--- config.mk ---
export PLATFORM = sky130hd
export DESIGN_NAME = reg_wb_arbiter
export DESIGN_NICKNAME = d
export VERILOG_FILES = /design/src/rtl/reg_wb_arbiter.sv
export SDC_FILE = /design/constraint.sdc
export NUM_CORES = 1
export LEC_CHECK = 0
export BUFFER_PORTS_ARGS = -buffer_cell sky130_fd_sc_hd__buf_2
export CAP_MARGIN = 10
export CORE_MARGIN = 4
export CORE_UTILIZATION = 48
export DETAILED_ROUTE_END_ITERATION = 10
export GPL_TIMING_DRIVEN = 0
export PLACE_DENSITY = 0.95
export SETUP_SLACK_MARGIN = 0.15
export SYNTH_ARGS = -nofsm -noshare
export SYNTH_HDL_FRONTEND = slang
export SYNTH_SLANG_ARGS = --single-unit
--- constraint.sdc ---
create_clock -name clk_i -period 3.6 [get_ports clk_i]
set_clock_uncertainty 0.15 [all_clocks]
set_input_delay 0.72 -clock clk_i [delete_from_list [all_inputs] [get_ports clk_i]]
set_output_delay 0.72 -clock clk_i [all_outputs]
set_load 0.05 [all_outputs]
--- src/rtl/reg_wb_arbiter.sv ---
// reg_wb_arbiter
// Write-back arbiter for the register file's single write port. NUM_REQ
// write-back requesters compete through a valid/ready handshake. The winner
// is registered into a one-deep commit stage that drives the register file's
// write enable, address and data. Writes to R0 are accepted but never issued.
//
// Optional feature macro: WB_ARB_RR_EN
//   defined   -> round-robin priority. The search starts after the last granted index.
//   undefined -> fixed priority. The lowest valid index wins.
//
// Ports:
//   clk_i           clock, all state on rising edge
//   rst_i           asynchronous active-low reset
//   req_valid_in    per-requester write request
//   req_addr_in     packed addresses, requester i at [i*ADDR_W +: ADDR_W]
//   req_data_in     packed data, requester i at [i*DATA_W +: DATA_W]
//   req_ready_out   one-hot grant (combinational); transfer = valid & ready
//   stall_in        write port unavailable, blocks new grants
//   reg_write_out   register file write enable
//   wr_addr_out     register file write address
//   wr_data_out     register file write data
//   busy_out        commit stage holds a write (same as reg_write_out)
//   commit_cnt_out  count of committed writes to non-zero addresses, wraps
module reg_wb_arbiter #(
  parameter int NUM_REQ = 2,
  parameter int ADDR_W  = 5,
  parameter int DATA_W  = 32,
  parameter int CNT_W   = 16
) (
  input  logic                      clk_i,
  input  logic                      rst_i,
  input  logic [NUM_REQ-1:0]        req_valid_in,
  input  logic [NUM_REQ*ADDR_W-1:0] req_addr_in,
  input  logic [NUM_REQ*DATA_W-1:0] req_data_in,
  output logic [NUM_REQ-1:0]        req_ready_out,
  input  logic                      stall_in,
  output logic                      reg_write_out,
  output logic [ADDR_W-1:0]         wr_addr_out,
  output logic [DATA_W-1:0]         wr_data_out,
  output logic                      busy_out,
  output logic [CNT_W-1:0]          commit_cnt_out
);

  localparam int PTR_W = (NUM_REQ > 2) ? 2 : 1;

  logic [NUM_REQ-1:0] grant;
  logic               found;
  logic               transfer;
  logic [ADDR_W-1:0]  sel_addr;
  logic [DATA_W-1:0]  sel_data;

  logic               reg_write_q, reg_write_d;
  logic [ADDR_W-1:0]  wr_addr_q, wr_addr_d;
  logic [DATA_W-1:0]  wr_data_q, wr_data_d;
  logic [CNT_W-1:0]   cnt_q, cnt_d;

`ifdef WB_ARB_RR_EN
  logic [PTR_W-1:0]   ptr_q, ptr_d;
  logic [PTR_W-1:0]   cand;
  logic [PTR_W-1:0]   grant_idx;

  // Rotating search starting one past the last granted index. The grant
  // never looks at req_ready_out, so there is no combinational loop.
  always_comb begin
    grant     = '0;
    found     = 1'b0;
    cand      = '0;
    grant_idx = ptr_q;
    if (!stall_in) begin
      for (int k = 1; k <= NUM_REQ; k++) begin
        cand = PTR_W'((int'(ptr_q) + k) % NUM_REQ);
        if (!found && req_valid_in[cand]) begin
          found       = 1'b1;
          grant[cand] = 1'b1;
          grant_idx   = cand;
        end
      end
    end
  end

  // The pointer only moves on a real transfer. Idle and stall cycles leave it alone.
  assign ptr_d = transfer ? grant_idx : ptr_q;

  always_ff @(posedge clk_i or negedge rst_i) begin
    if (!rst_i) begin
      ptr_q <= PTR_W'(NUM_REQ - 1);
    end else begin
      ptr_q <= ptr_d;
    end
  end
`else
  // Fixed priority: the lowest valid index wins.
  always_comb begin
    grant = '0;
    found = 1'b0;
    if (!stall_in) begin
      for (int i = 0; i < NUM_REQ; i++) begin
        if (!found && req_valid_in[i]) begin
          found    = 1'b1;
          grant[i] = 1'b1;
        end
      end
    end
  end
`endif

  // The grant is one-hot, so an OR-mux selects the winning request.
  always_comb begin
    sel_addr = '0;
    sel_data = '0;
    for (int i = 0; i < NUM_REQ; i++) begin
      if (grant[i]) begin
        sel_addr = sel_addr | req_addr_in[i*ADDR_W +: ADDR_W];
        sel_data = sel_data | req_data_in[i*DATA_W +: DATA_W];
      end
    end
  end

  assign transfer = |grant;

  // Commit stage. Address and data hold between transfers. The enable is
  // a one-cycle pulse that is suppressed for R0.
  assign reg_write_d = transfer && (sel_addr != '0);
  assign wr_addr_d   = transfer ? sel_addr : wr_addr_q;
  assign wr_data_d   = transfer ? sel_data : wr_data_q;
  assign cnt_d       = reg_write_d ? cnt_q + CNT_W'(1) : cnt_q;

  always_ff @(posedge clk_i or negedge rst_i) begin
    if (!rst_i) begin
      reg_write_q <= 1'b0;
      wr_addr_q   <= '0;
      wr_data_q   <= '0;
      cnt_q       <= '0;
    end else begin
      reg_write_q <= reg_write_d;
      wr_addr_q   <= wr_addr_d;
      wr_data_q   <= wr_data_d;
      cnt_q       <= cnt_d;
    end
  end

  assign req_ready_out  = grant;
  assign reg_write_out  = reg_write_q;
  assign busy_out       = reg_write_q;
  assign wr_addr_out    = wr_addr_q;
  assign wr_data_out    = wr_data_q;
  assign commit_cnt_out = cnt_q;

endmodule
# Word-level counts from Yosys, hierarchy flattened
# Cells that the tools add are included.
dict set report word_totals {
  out_inout_bits 57
  in_bits 79
  elab_cells 20
  regBits 54
}
dict set report op_classes {
  addsub 1
  n_reduce_logical 5
  muxes 8
  bitwise 2
}
# operator count
set ops {}
lappend ops {{2-to-1 mux 32 bit} 2}
lappend ops {{OR 32 bit} 1}
lappend ops {{adder 16 x 1 -> 16 bit, second input constant} 1}
lappend ops {{2-to-1 mux 5 bit} 2}
lappend ops {{OR 5 bit} 1}
lappend ops {{nonzero test 5 bit} 1}
lappend ops {{2-to-1 mux 1 bit} 3}
lappend ops {{logical AND 1 bit} 2}
lappend ops {{2-to-1 mux 2 bit} 1}
lappend ops {{OR reduction 2 bit} 1}
lappend ops {{zero test 1 bit} 1}

# Longest topological paths before layout
dict set report logic_depth {
  word_depth 11
  ltp_mapped 7
  depth_no_buf 4
}

# Least setup slack after synthesis
# Ideal clock, no wire load.
dict set report synth_path {
  path_kind {input port to output port}
  from {input req_valid_in[0]}
  to {output req_ready_out[1]}
  path_slack_ns 0.896
  required_ns 2.730
  stages 3
  arrival_ns 1.834
  path_buffers 2
  cell_sequence {buf_4 -> nor3b_2 -> clkbuf_1}
}
dict set report synth_between {
  elab_chain_len 6
}
# item line_no
set synth_rtl {}
lappend synth_rtl {{from (decl)} 32} ;# input logic [NUM_REQ-1:0] req_valid_in,
lappend synth_rtl {{2-to-1 mux 1 bit} 98} ;# if (!found && req_valid_in[i]) begin
lappend synth_rtl {{2-to-1 mux 1 bit} 96} ;# if (!stall_in) begin
lappend synth_rtl {{zero test 1 bit} 98}
lappend synth_rtl {{logical AND 1 bit} 98}
lappend synth_rtl {{2-to-1 mux 1 bit} 98}
lappend synth_rtl {{2-to-1 mux 2 bit} 96}
lappend synth_rtl {{to (decl)} 35} ;# output logic [NUM_REQ-1:0] req_ready_out,
# No other way between the ends. The select of a mux whose other input is x is not followed.

# Final worst setup path
dict set report layout_path {
  from {input stall_in}
  to {output req_ready_out[1]}
}
dict set report layout_between {
  elab_chain_len 1
}
# item line_no
set layout_rtl {}
lappend layout_rtl {{from (decl)} 36} ;# input logic stall_in,
lappend layout_rtl {{2-to-1 mux 2 bit} 96}
# No other way between the ends.

==> qor.yml <==
setup_path:
  r2r_slack_ns: 1.99
  reg2regPathDepth: 4
  crit_fanout: 10
  cp_data_arrival_time_ns: 2.10
  r2r-end: "commit_cnt_out[14]"
  critical_path.startpoint: "stall_in"
  cp-end-kind: "primary output"
  r2r_start: "commit_cnt_out[2]"
  required_ns: 2.73
  start_kind: "input pin"
  critical_path_class: "input pin to primary output"
sta:
  timing.final.crit_period_ns: 2.973
  worst_pin_slew_ns: 0.7463
  slew_viol_final: 0
  rsz0062_at_grt: "false"
  min_period_over_period: 0.8259
  hold_violations: 0
  max_slew_margin: 0.4979
  max_freq_mhz: 336.3
  setup_violations: 0
  whs_ns: 0.1603
  setup_tns_ns: 0
synth:
  synthAdderAreaFrac: 0.004933
  ys_top_cells_by_area: "dfrtp_1 (53%), nand2_1 (11%), a22oi_1 (10%)"
  synthMostInstantiatedCell: "nand2_1"
  ys_types: 36
  syn_inst: 244
  yosys_warnings: 0
  syn_nets: 324
  synth_edf_count: 0
  synth_area_leader_cell: "dfrtp_1"
  async_flop_share: 1.000
  syn_area_sq_um: 2536
  synth-simple-area-share: 0.1840
  synth_top_family_by_area: "compound AO/OA/AOI/OAI gates"
  ys_seq_area_frac: 0.5328
  synth_top_cell_area_share: 0.5328
  synth_ff_type: "dfrtp_1"
  synth-xor-area-share: 0.05180
  synth_mux_area_frac: 0.004440
  syn_avg_cell_area_sq_um: 10.39
  yosys-top-cells-count: "nand2_1 (76), dfrtp_1 (54), a22oi_1 (35)"
  synth_compound_area_frac: 0.1860
  ys_ff_latch: 54
placement:
  io_buffers: 134
  dp_hpwl_um: 5201
  place_inst: 448
  gp_congestion: 0.9029
global_routing:
  grt_pass1_wl_um: 10740
  grt-ovfl-total: 0
  grt_pass1_vias: 2385
  grtUsageTotal: 0.2133
  antenna_found_initial: 0
  grt_start_max_net_pins: 55
die:
  core_area_sq_um: 5107
  rows: 26
  die_area_sq_um: 6511
  die_y_um: 80.69
  initial_core_util: 0.4966
  io_pins: 136
  fp.dieW_um: 80.69
cts:
  cts.sinks: 54
  clockBufferDepth: 2
  cts_htree_levels: 2
  cts_tree: "yes"
  cts_made_buffers: 5
  cts_resized: 0
  cts_setup_buffers: 0
  cts_root_buf: "clkbuf_8"
  clkTransAtPathRegs_ns: 0.09
  clk_latency_ns: 0.29
  cts_hold_buf: 0
drt:
  avgViaCountPerCell: 5.278
  postRouteWirelength_um: 6759
  drcViolationCount: 0
  ant_nets: 0
  vias: 2412
  wl_per_cell_um: 14.79
  first_iter_violations: 210
  drtPass1Iterations: 4
run_status:
  outcome: "complete, no violations"
power_and_ir_drop:
  sw_frac_of_total: 0.4574
  p_int_uw: 1096
  combPwrFrac: 0.422
  vdd_drop_max_uv: 344.6
  pwr-share-seq: 0.411
  fin_total_pwr_uw: 2021
  power_density_nw_per_um2: 593.3
  power_leakage_uw: 0.001774
  clockPowerShare: 0.167
  power.switching_uw: 924.3
layout:
  fillers: 446
  layout.nets: 466
  instances_no_fill: 457
  drive_gt1_frac: 0.4212
  synthToLayoutAreaGrowth_pct: 34.29
  antenna_cells: 0
  utilization: 0.6668
hold_path:
  hold_path.class: "input pin to async pin"
flow_run:
  cap_violations: 0
## logic make-up (layout without fill, tap and decap cells)
kind of cell	after synthesis	in the layout
AOI/OAI and AO/OA	56	56
xor gates and xnor gates	15	15
adders and majority gates	1	1
buffers and inverters	16	159
DFF	54	54
muxes	1	1
and+or+nand+nor	101	101
## critical path, cell delays in order
cell      delay, ns
buf_2          0.16
nor3b_2        0.48
clkbuf_1       0.39
buf_2          0.35
## power groups by stage
stage               Clock, uW  Sequential (uW)  Combinational [uW]
global route              372              851                 906
CTS                       346              829                 856
detailed placement          0              839                 855
global placement            0              833                 842
finish                    337              830                 853
floorplan                   0             1230                 213
## sequential cells by signal, summed over array words and instances, names as in the netlist
signal / count
wr_data_out: 32
commit_cnt_out: 16
wr_addr_out: 5
busy_out: 1
## cell type report
type	count	area (sq um)	share of cell area
Timing Repair Buffer	135	690.7	0.2028
Tap cell	70	87.58	0.02572
Clock buffer	7	86.33	0.02535
Multi-Input combinational cell	174	1094	0.3211
Inverter	1	3.754	0.001102
Sequential cell	54	1351	0.3968
Clock inverter	1	5.005	0.001470
Buffer	15	87.58	0.02572
## placed cells by master, fill, tap and decap left out
| cell | instances |
|---|---|
| o311ai_0 | 2 |
| dfrtp_1 | 54 |
| o311ai_1 | 1 |
| nor2_1 | 4 |
| nand3_1 | 5 |
| xnor2_1 | 5 |
| nand4_1 | 1 |
| buf_6 | 2 |
| nor4_2 | 1 |
| buf_12 | 1 |
| and3_1 | 1 |
| nor2b_1 | 1 |
| nor4b_1 | 1 |
| mux2_2 | 1 |
| a31oi_1 | 2 |
| clkbuf_8 | 6 |
| o31ai_1 | 1 |
| nand2_1 | 76 |
| and2_1 | 2 |
| nor4_1 | 1 |
| a32oi_1 | 2 |
| ha_1 | 1 |
| xor2_1 | 10 |
| and4_1 | 4 |
| a311o_1 | 1 |
| o21ai_0 | 3 |
| a22oi_1 | 35 |
| inv_1 | 1 |
| clkbuf_1 | 7 |
| clkinv_2 | 1 |
| or4_4 | 1 |
| nand3_2 | 1 |
| buf_4 | 3 |
| o311a_1 | 1 |
| nor2b_4 | 1 |
| buf_2 | 138 |
| a311oi_2 | 6 |
| a32o_1 | 2 |
| nor3b_2 | 1 |
## how the worst max path moves through the flow
stage / slack, ns / endpoint / cells past startpoint
floorplan: 0.90 / req_ready_out[1] / 3
global placement: 0.61 / req_ready_out[1] / 4
detailed placement: 0.61 / req_ready_out[1] / 4
CTS: 0.61 / req_ready_out[1] / 4
global route: 0.51 / req_ready_out[1] / 4
finish: 0.63 / req_ready_out[1] / 4
## routing by layer
layer | wire length [um] | up-vias | GRT usage
met2 | 3399 | 91 | 0.3526
met5 | 0 | - | 0
met1 | 2847 | 1150 | 0.2760
met3 | 419 | 8 | 0.04260
met4 | 91 | 0 | 0.07939
li1 | - | 1163 | -
## per-stage QoR
stage,worst slack (ns),area (sq um)
after floorplan,0.8957,2536
after global placement,0.6147,3294
after detailed placement,0.6088,3294
after CTS,0.6114,3386
after global routing,0.5138,3406
final,0.6269,3406
No activity file was read; power rests on OpenSTA's default activity.
